File: config.mk
export PLATFORM = sky130hd
export DESIGN_NAME = pipe_stage_reg
export DESIGN_NICKNAME = d
export VERILOG_FILES = /design/src/rtl/pipe_stage_reg.sv
export SDC_FILE = /design/constraint.sdc
export NUM_CORES = 1
export LEC_CHECK = 0
export BUFFER_PORTS_ARGS = -buffer_cell sky130_fd_sc_hd__buf_2
export CORE_MARGIN = 2
export CORE_UTILIZATION = 35
export DETAILED_ROUTE_END_ITERATION = 10
export GPL_TIMING_DRIVEN = 0
export HOLD_SLACK_MARGIN = 0.1
export PLACE_DENSITY_LB_ADDON = 0.25
export SYNTH_ARGS = -nofsm -noshare
export SYNTH_HDL_FRONTEND = slang
export SYNTH_SLANG_ARGS = --single-unit
File: constraint.sdc
create_clock -name clk -period 1.95 [get_ports clk]
set_input_delay 0.39 -clock clk [delete_from_list [all_inputs] [get_ports clk]]
set_output_delay 0.39 -clock clk [all_outputs]
set_load 0.02 [all_outputs]
File: src/rtl/pipe_stage_reg.sv
// Multi-lane pipeline stage register with flush/bubble/hold and a one-entry skid buffer.
// Also keeps a saturating count of cycles in which the upstream stage was stalled.
module pipe_stage_reg #(
    parameter int ADDR_W  = 32,
    parameter int DATA_W  = 32,
    parameter int LANES   = 2,
    parameter int STALL_W = 6,
    parameter int STAGE   = 1,
    parameter int SKID_EN = 1,
    parameter int CNT_W   = 16
) (
    input  logic                      clk,
    input  logic                      rst,
    input  logic [STALL_W-1:0]        stall,
    input  logic                      flush,
    input  logic [LANES-1:0]          in_valid,
    input  logic [LANES*ADDR_W-1:0]   in_pc,
    input  logic [LANES*DATA_W-1:0]   in_data,
    output logic [LANES-1:0]          out_valid,
    output logic [LANES*ADDR_W-1:0]   out_pc,
    output logic [LANES*DATA_W-1:0]   out_data,
    output logic                      skid_full,
    output logic [CNT_W-1:0]          stall_cnt
);

    // Flow control: stall[STAGE] = 1 means the upstream producer is stopped this cycle;
    // stall[STAGE+1] = 1 means the downstream consumer is stopped and must see stable
    // outputs (hold). Upstream stopped with downstream free inserts a NOP bubble.
    // A lane group is accepted on any edge where in_valid has a bit set and either the
    // stage advances or the skid is empty; otherwise it is dropped.
    logic s_up;
    logic s_dn;
    logic any_in;
    logic unused_stall;

    assign s_up         = stall[STAGE];
    assign s_dn         = stall[STAGE+1];
    assign any_in       = |in_valid;
    assign unused_stall = ^stall;

    // Invalid lanes carry all-zero pc/data so downstream always sees a clean NOP.
    logic [LANES*ADDR_W-1:0] in_pc_m;
    logic [LANES*DATA_W-1:0] in_data_m;

    always_comb begin
        in_pc_m   = '0;
        in_data_m = '0;
        for (int k = 0; k < LANES; k++) begin
            if (in_valid[k]) begin
                in_pc_m[k*ADDR_W +: ADDR_W]   = in_pc[k*ADDR_W +: ADDR_W];
                in_data_m[k*DATA_W +: DATA_W] = in_data[k*DATA_W +: DATA_W];
            end
        end
    end

    logic [LANES-1:0]        skid_valid;
    logic [LANES*ADDR_W-1:0] skid_pc;
    logic [LANES*DATA_W-1:0] skid_data;

    generate
        if (SKID_EN != 0) begin : g_skid
            logic                    full_q;
            logic [LANES-1:0]        valid_q;
            logic [LANES*ADDR_W-1:0] pc_q;
            logic [LANES*DATA_W-1:0] data_q;

            always_ff @(posedge clk or negedge rst) begin
                if (!rst) begin
                    full_q  <= 1'b0;
                    valid_q <= '0;
                    pc_q    <= '0;
                    data_q  <= '0;
                end else if (flush) begin
                    full_q  <= 1'b0;
                    valid_q <= '0;
                    pc_q    <= '0;
                    data_q  <= '0;
                end else if (s_up) begin
                    if (!full_q && any_in) begin
                        full_q  <= 1'b1;
                        valid_q <= in_valid;
                        pc_q    <= in_pc_m;
                        data_q  <= in_data_m;
                    end
                end else if (full_q) begin
                    // Skid drains to the outputs; refill from the input keeps order.
                    full_q  <= any_in;
                    valid_q <= any_in ? in_valid  : '0;
                    pc_q    <= any_in ? in_pc_m   : '0;
                    data_q  <= any_in ? in_data_m : '0;
                end
            end

            assign skid_full  = full_q;
            assign skid_valid = valid_q;
            assign skid_pc    = pc_q;
            assign skid_data  = data_q;
        end else begin : g_no_skid
            assign skid_full  = 1'b0;
            assign skid_valid = '0;
            assign skid_pc    = '0;
            assign skid_data  = '0;
        end
    endgenerate

    always_ff @(posedge clk or negedge rst) begin
        if (!rst) begin
            out_valid <= '0;
            out_pc    <= '0;
            out_data  <= '0;
            stall_cnt <= '0;
        end else begin
            if (s_up && (stall_cnt != {CNT_W{1'b1}})) begin
                stall_cnt <= stall_cnt + CNT_W'(1);
            end

            if (flush) begin
                out_valid <= '0;
                out_pc    <= '0;
                out_data  <= '0;
            end else if (s_up) begin
                if (!s_dn) begin
                    out_valid <= '0;
                    out_pc    <= '0;
                    out_data  <= '0;
                end
            end else if (skid_full) begin
                out_valid <= skid_valid;
                out_pc    <= skid_pc;
                out_data  <= skid_data;
            end else begin
                out_valid <= in_valid;
                out_pc    <= in_pc_m;
                out_data  <= in_data_m;
            end
        end
    end

endmodule

# Word-level counts from Yosys, hierarchy flattened
# Index checks and enable logic that the tools add are counted.
[totals]
regBits = 277
[classes]
add_sub_neg = 1
eq_ne = 3
muxes = 34
reduce_logical = 6
[ops]
columns = ["cell", "n"]
rows = [
  ["$mux W64", 17],
  ["$mux W32", 4],
  ["$mux W2", 9],
  ["$add A16 B1 Y16 const B", 1],
  ["$ne A16 B16 Y1 const B", 1],
  ["$mux W1", 4],
  ["$ne A3 B1 Y1 const B", 1],
  ["$ne A3 B2 Y1 const B", 1],
  ["$reduce_bool A3 Y1", 1],
  ["$logic_and A1 B1 Y1", 2],
  ["$reduce_and A2 Y1", 1],
  ["$reduce_or A2 Y1", 1],
  ["$logic_not A1 Y1", 1],
]

# Logic depth before layout (Yosys ltp)
[logic_depth]
word_depth = 5
ltp_mapped = 7
mapped_depth_nobuf = 5

# Least setup slack after synthesis
# Ideal clock, no wire load.
[synth_path]
path_kind = "flip-flop to flip-flop"
from = "register stall_cnt[0]"
to = "register stall_cnt[9]"
arrival_time_ps = 1750
required_ps = 1817
path_slack_ps = 67
stages_incl_launch_ff = 6
path_buffers = 0
period_less_slack_ps = 1883
cell_sequence = "dfrtp_1 ha_1 nand4_1 nor4_1 nor3_1 xor2_1"
[synth_via]
elab_chain_cells = 2
word_cells_on_any_way = 3
[synth_rtl]
columns = ["item", "line_no", "rtl"]
rows = [
  ["start: declaration", "23", "output logic [CNT_W-1:0] stall_cnt"],
  ["start signal: assignment", "114", "stall_cnt <= stall_cnt + CNT_W'(1);"],
  ["branches (longest 2 deep; another with $add A16 B1 Y16)", "n/a", ""],
]
# Several ways; the timed one is not identified.
# A chain may end at the register's enable or synchronous reset.

# Worst setup path in the final report
[layout_path]
from = "register g_skid.full_q, in the netlist skid_full"
to = "register g_skid.data_q[58]"
[layout_via]
elab_chain_cells = 4
word_cells_on_any_way = 5
[layout_rtl]
columns = ["item", "line_no", "rtl"]
rows = [
  ["start: declaration", "62", "logic full_q;"],
  ["start signal: assignment", "87", "full_q <= any_in;"],
  ["$logic_not A1 Y1", "79", "if (!full_q && any_in) begin"],
  ["$logic_and A1 B1 Y1", "79", ""],
  ["$ne A3 B1 Y1 (no line)", "n/a", ""],
  ["$reduce_and A2 Y1 (no line) *", "n/a", ""],
  ["end signal: assignment", "83", "data_q <= in_data_m;"],
  ["end signal: assignment", "90", "data_q <= any_in ? in_data_m : '0;"],
  ["end: declaration", "65", "logic [LANES*DATA_W-1:0] data_q;"],
]
# Mark *: on every way between the ends. The rest lies on a longest branch, timed or not.

==> run_summary.xml <==
<?xml version="1.0" encoding="UTF-8"?>
<metrics>
  <group name="clock_network">
    <metric name="clk_latency" unit="ns">0.51</metric>
    <metric name="cts-buffers-inserted" unit="">34</metric>
    <metric name="clk_transition_reported_paths" unit="ns">0.06</metric>
    <metric name="tritoncts" unit="">yes</metric>
    <metric name="clock_sinks" unit="">277</metric>
    <metric name="cts-htree-levels" unit="">2</metric>
    <metric name="clock_tree.root_cell" unit="">sky130_fd_sc_hd__clkbuf_16</metric>
    <metric name="clk_buf_depth" unit="">3</metric>
  </group>
  <group name="timing">
    <metric name="setup_slack" unit="ns">0.0193</metric>
    <metric name="timing.final.max_slew_violations" unit="">0</metric>
    <metric name="final.setup_skew" unit="ns">0.0101</metric>
    <metric name="timing.final.setup_violations" unit="">0</metric>
    <metric name="finalHoldViolations" unit="">0</metric>
    <metric name="max_slew.worst_pin.slew" unit="ns">1.07</metric>
    <metric name="grt_setup_unrepaired" unit="">yes</metric>
    <metric name="final_period_minus_worst_setup_slack" unit="ns">1.93</metric>
    <metric name="fmax" unit="GHz">0.518</metric>
    <metric name="slew_hr" unit="">0.288</metric>
    <metric name="final.setup.tns" unit="ns">0</metric>
    <metric name="final.period_utilization" unit="">0.990</metric>
  </group>
  <group name="finish">
    <metric name="final_layout_size_suffix_gt1_frac" unit="">0.251</metric>
    <metric name="final-instance-count-excl-fill" unit="">2017</metric>
    <metric name="layout.nets" unit="">1684</metric>
    <metric name="fin_area" unit="µm²">15100</metric>
    <metric name="areaGrowthSynthToFinish" unit="%">29.3</metric>
  </group>
  <group name="detailed_routing">
    <metric name="drt_first_iter_violations" unit="">655</metric>
    <metric name="route.vias.total" unit="">10300</metric>
    <metric name="number_of_iterations_in_the_first_detailed_routing_pass" unit="">8</metric>
    <metric name="post-route-drc-count" unit="">0</metric>
    <metric name="route.antenna.remaining_nets" unit="">0</metric>
    <metric name="wl" unit="mm">37.2</metric>
    <metric name="drt-wirelength-per-cell" unit="µm">18.4</metric>
    <metric name="drt-vias-per-instance" unit="">5.09</metric>
  </group>
  <group name="setup_path">
    <metric name="timing.critical_path.to_type" unit="">flop</metric>
    <metric name="worst-path-max-fanout" unit="">10</metric>
    <metric name="worst_path_max_delay_cell" unit="">sky130_fd_sc_hd__clkbuf_1</metric>
    <metric name="cp_cell_sequence" unit="">buf_2 &gt; o21ba_2 &gt; a211oi_4 &gt; nor3b_1 &gt; clkbuf_1 &gt; a22o_1</metric>
    <metric name="crit_arrival" unit="ns">2.37</metric>
    <metric name="cp_data_required_time" unit="ns">2.39</metric>
    <metric name="setup.worst_path.class" unit="">flop to flop</metric>
    <metric name="critPathLaunchType" unit="">flop</metric>
    <metric name="max_stage_delay" unit="ns">0.52</metric>
  </group>
  <group name="global_routing">
    <metric name="pin_count_of_the_biggest_net_entering_global_routing" unit="">107</metric>
    <metric name="globalRoute.totalOverflow" unit="">0</metric>
    <metric name="antenna_found_initial" unit="">11</metric>
    <metric name="grt_use_total" unit="">0.212</metric>
    <metric name="grt_pass1_vias" unit="">10300</metric>
    <metric name="first_pass_grt_wire_length" unit="mm">58.6</metric>
  </group>
  <group name="placement">
    <metric name="port-buffer-count" unit="">279</metric>
    <metric name="hpwl" unit="mm">25.6</metric>
    <metric name="dp_slack" unit="ns">-0.727</metric>
    <metric name="post-place-cells" unit="">1938</metric>
    <metric name="finalWeightedCongestion" unit="">0.784</metric>
    <metric name="placement.cell_area" unit="µm²">13700</metric>
  </group>
  <group name="logic_synthesis">
    <metric name="synthTopCellsByCount" unit="">sky130_fd_sc_hd__dfrtp_1 (277), sky130_fd_sc_hd__nand2_1 (265), sky130_fd_sc_hd__o21ai_0 (133), sky130_fd_sc_hd__nor2_1 (129)</metric>
    <metric name="synth.most_common_cell" unit="">sky130_fd_sc_hd__dfrtp_1</metric>
    <metric name="number_of_warning_messages_in_the_yosys_log" unit="">0</metric>
    <metric name="synth-seq-cells" unit="">277</metric>
    <metric name="yosys.cell_types.count" unit="">32</metric>
    <metric name="syn-cell-area" unit="µm²">11700</metric>
    <metric name="synth_cells" unit="">1215</metric>
    <metric name="synth_simple_gate_area_frac" unit="">0.141</metric>
    <metric name="synth_mux_area_frac" unit="">0.00182</metric>
    <metric name="synth.net_count" unit="">1355</metric>
    <metric name="post_synth.cell_area_avg" unit="µm²">9.63</metric>
    <metric name="synth_top_cells_by_area" unit="">sky130_fd_sc_hd__dfrtp_1 (59%), sky130_fd_sc_hd__a22o_1 (9.6%), sky130_fd_sc_hd__nand2_1 (8.5%), sky130_fd_sc_hd__o21ai_0 (5.7%), sky130_fd_sc_hd__a21oi_1 (5.5%)</metric>
    <metric name="synth-edff-count" unit="">0</metric>
    <metric name="synth_top_family_by_area" unit="">compound AO/OA/AOI/OAI gates</metric>
    <metric name="dominantRegCellSynth" unit="">sky130_fd_sc_hd__dfrtp_1</metric>
    <metric name="synth_top_cell_area_share" unit="">0.592</metric>
    <metric name="synth_area_leader_cell" unit="">sky130_fd_sc_hd__dfrtp_1</metric>
    <metric name="synthAdderAreaFrac" unit="">0.00107</metric>
    <metric name="compound_cell_area_share_of_the_yosys_netlist" unit="">0.215</metric>
    <metric name="synth_seq_area_share" unit="">0.592</metric>
    <metric name="yosys.area_share.xor_xnor" unit="">0.0105</metric>
    <metric name="proportion_of_synthesized_flip_flops_having_asynchronous_set_or_reset" unit="">1.00</metric>
  </group>
  <group name="power">
    <metric name="ir_worst_vdd" unit="mV">0.559</metric>
    <metric name="combPwrFrac" unit="">0.124</metric>
    <metric name="total_leakage_power" unit="nW">7.71</metric>
    <metric name="p_int" unit="mW">11.1</metric>
    <metric name="share_seq_of_total_power" unit="">0.422</metric>
    <metric name="clock_power_share" unit="">0.454</metric>
    <metric name="switchingPower" unit="mW">3.95</metric>
    <metric name="sw_frac_of_total" unit="">0.263</metric>
    <metric name="power" unit="mW">15.0</metric>
    <metric name="power.density_cell_area" unit="nW/µm²">992</metric>
  </group>
  <group name="hold_path">
    <metric name="worstHoldPathType" unit="">primary input to flop</metric>
  </group>
  <group name="die">
    <metric name="design.core.area" unit="µm²">32700</metric>
    <metric name="die_area" unit="µm²">34900</metric>
    <metric name="top_level_ports" unit="">286</metric>
    <metric name="rows" unit="">66</metric>
    <metric name="initial_standard_cell_utilization_of_the_core" unit="">0.358</metric>
    <metric name="die_height" unit="µm">187</metric>
    <metric name="floorplan.die.width" unit="µm">187</metric>
  </group>
  <group name="status">
    <metric name="outcome" unit="">finished, final reports clean</metric>
  </group>
  <group name="job">
    <metric name="cap_viol_max_count" unit="">0</metric>
  </group>
</metrics>
critical path, delay by kind of cell (launching register included):
| family | cells | cell delay (ns) |
|---|---|---|
| AOI/OAI and AO/OA | 3 | 0.58 |
| buffers and inverters | 2 | 0.69 |
| DFF | 1 | 0.37 |
| and+or+nand+nor | 1 | 0.22 |
area by class of cell:
type / count / area (µm²)
flip-flops and latches: 277 / 6930
repair buffers: 296 / 1600
plain buffers: 99 / 485
multi-input cells: 836 / 4330
clock inverters: 13 / 224
well taps: 442 / 553
fillers: 3231 / 17600
clock buffers: 47 / 981
diodes: 7 / 17.5
flip-flops by register name, summed over array words and instances, names as in the netlist:
name and count:
g_skid.data_q 64, g_skid.pc_q 64, g_skid.valid_q 2, out_data 64, out_pc 64, out_valid 2, skid_full 1, stall_cnt 16
timing repair:
item	4_1_cts	5_1_grt
cloned	0	0
hold endpoints to repair	77	0
resized for setup	10	31
setup endpoints to repair	256	197
pin swaps	1	0
hold buffers	12	0
buffers inserted	2	1
routing by layer:
layer,track usage,vias to the layer above,routed length (µm)
met1,0.290,5009,16400
met5,0,-,65
met2,0.329,330,17200
met4,0.0784,10,1060
met3,0.0475,73,2480
li1,-,4845,-
metrics by stage:
stage          hold WS [ns]   util
4_1_cts               0.102  0.461
2_1_floorplan        0.0944      -
3_5_place_dp          0.403  0.419
5_1_grt               0.104  0.463
3_3_place_gp          0.458  0.418
6_report              0.118  0.463
logic make-up (layout without fill, tap and decap cells):
family	Yosys count	in the layout
other cells	0	7
xor+xnor	14	14
compound gates	398	398
simple gates	421	421
flops	277	277
fa+ha+maj	1	1
buf+inv	102	455
mux	2	2
power by group through the flow:
stage                     registers (mW)  logic, mW  clock network [mW]
final                               6.33       1.86                6.82
after detailed placement            6.42       1.85                   0
after floorplan                     6.59      0.820                   0
after global placement              6.42       1.81                   0
after global routing                6.38       2.07                7.21
after CTS                           6.33       1.88                6.94
cell usage in the layout (no fill, tap or decap), types with 2 or more instances in the layout:
| master | n |
|---|---|
| sky130_fd_sc_hd__a21o_1 | 2 |
| sky130_fd_sc_hd__a21oi_1 | 128 |
| sky130_fd_sc_hd__a22o_1 | 128 |
| sky130_fd_sc_hd__a22oi_1 | 2 |
| sky130_fd_sc_hd__and3_1 | 4 |
| sky130_fd_sc_hd__buf_1 | 4 |
| sky130_fd_sc_hd__buf_16 | 2 |
| sky130_fd_sc_hd__buf_2 | 299 |
| sky130_fd_sc_hd__buf_4 | 6 |
| sky130_fd_sc_hd__buf_6 | 5 |
| sky130_fd_sc_hd__bufinv_16 | 6 |
| sky130_fd_sc_hd__clkbuf_1 | 49 |
| sky130_fd_sc_hd__clkbuf_16 | 35 |
| sky130_fd_sc_hd__clkbuf_2 | 19 |
| sky130_fd_sc_hd__clkbuf_4 | 4 |
| sky130_fd_sc_hd__clkbuf_8 | 6 |
| sky130_fd_sc_hd__clkinv_2 | 4 |
| sky130_fd_sc_hd__clkinvlp_4 | 2 |
| sky130_fd_sc_hd__dfrtp_1 | 277 |
| sky130_fd_sc_hd__diode_2 | 7 |
| sky130_fd_sc_hd__dlygate4sd3_1 | 12 |
| sky130_fd_sc_hd__nand2_1 | 265 |
| sky130_fd_sc_hd__nand3_1 | 3 |
| sky130_fd_sc_hd__nand4_1 | 6 |
| sky130_fd_sc_hd__nor2_1 | 129 |
| sky130_fd_sc_hd__nor2b_1 | 2 |
| sky130_fd_sc_hd__nor3_1 | 4 |
| sky130_fd_sc_hd__nor3b_1 | 2 |
| sky130_fd_sc_hd__nor4_1 | 2 |
| sky130_fd_sc_hd__o21ai_0 | 133 |
| sky130_fd_sc_hd__xnor2_1 | 5 |
| sky130_fd_sc_hd__xor2_1 | 9 |
path summary, 6_finish.rpt:
| check | start | slack (ns) | end | cells past startpoint |
|---|---|---|---|---|
| max in group asynchronous | rst | 0.53 | g_skid.data_q[41]$_DFFE_PN0P_ | 3 |
| max | skid_full$_DFFE_PN0P_ | 0.02 | g_skid.data_q[58]$_DFFE_PN0P_ | 6 |
| min | in_data[55] | 0.12 | g_skid.data_q[55]$_DFFE_PN0P_ | 2 |
| min reg2reg | out_pc[53]$_DFFE_PN0P_ | 0.47 | out_pc[53]$_DFFE_PN0P_ | 2 |
| max reg2reg | skid_full$_DFFE_PN0P_ | 0.02 | g_skid.data_q[58]$_DFFE_PN0P_ | 6 |
| min in group asynchronous | rst | 0.45 | out_pc[17]$_DFFE_PN0P_ | 2 |
(Power assumes the default switching activity.)
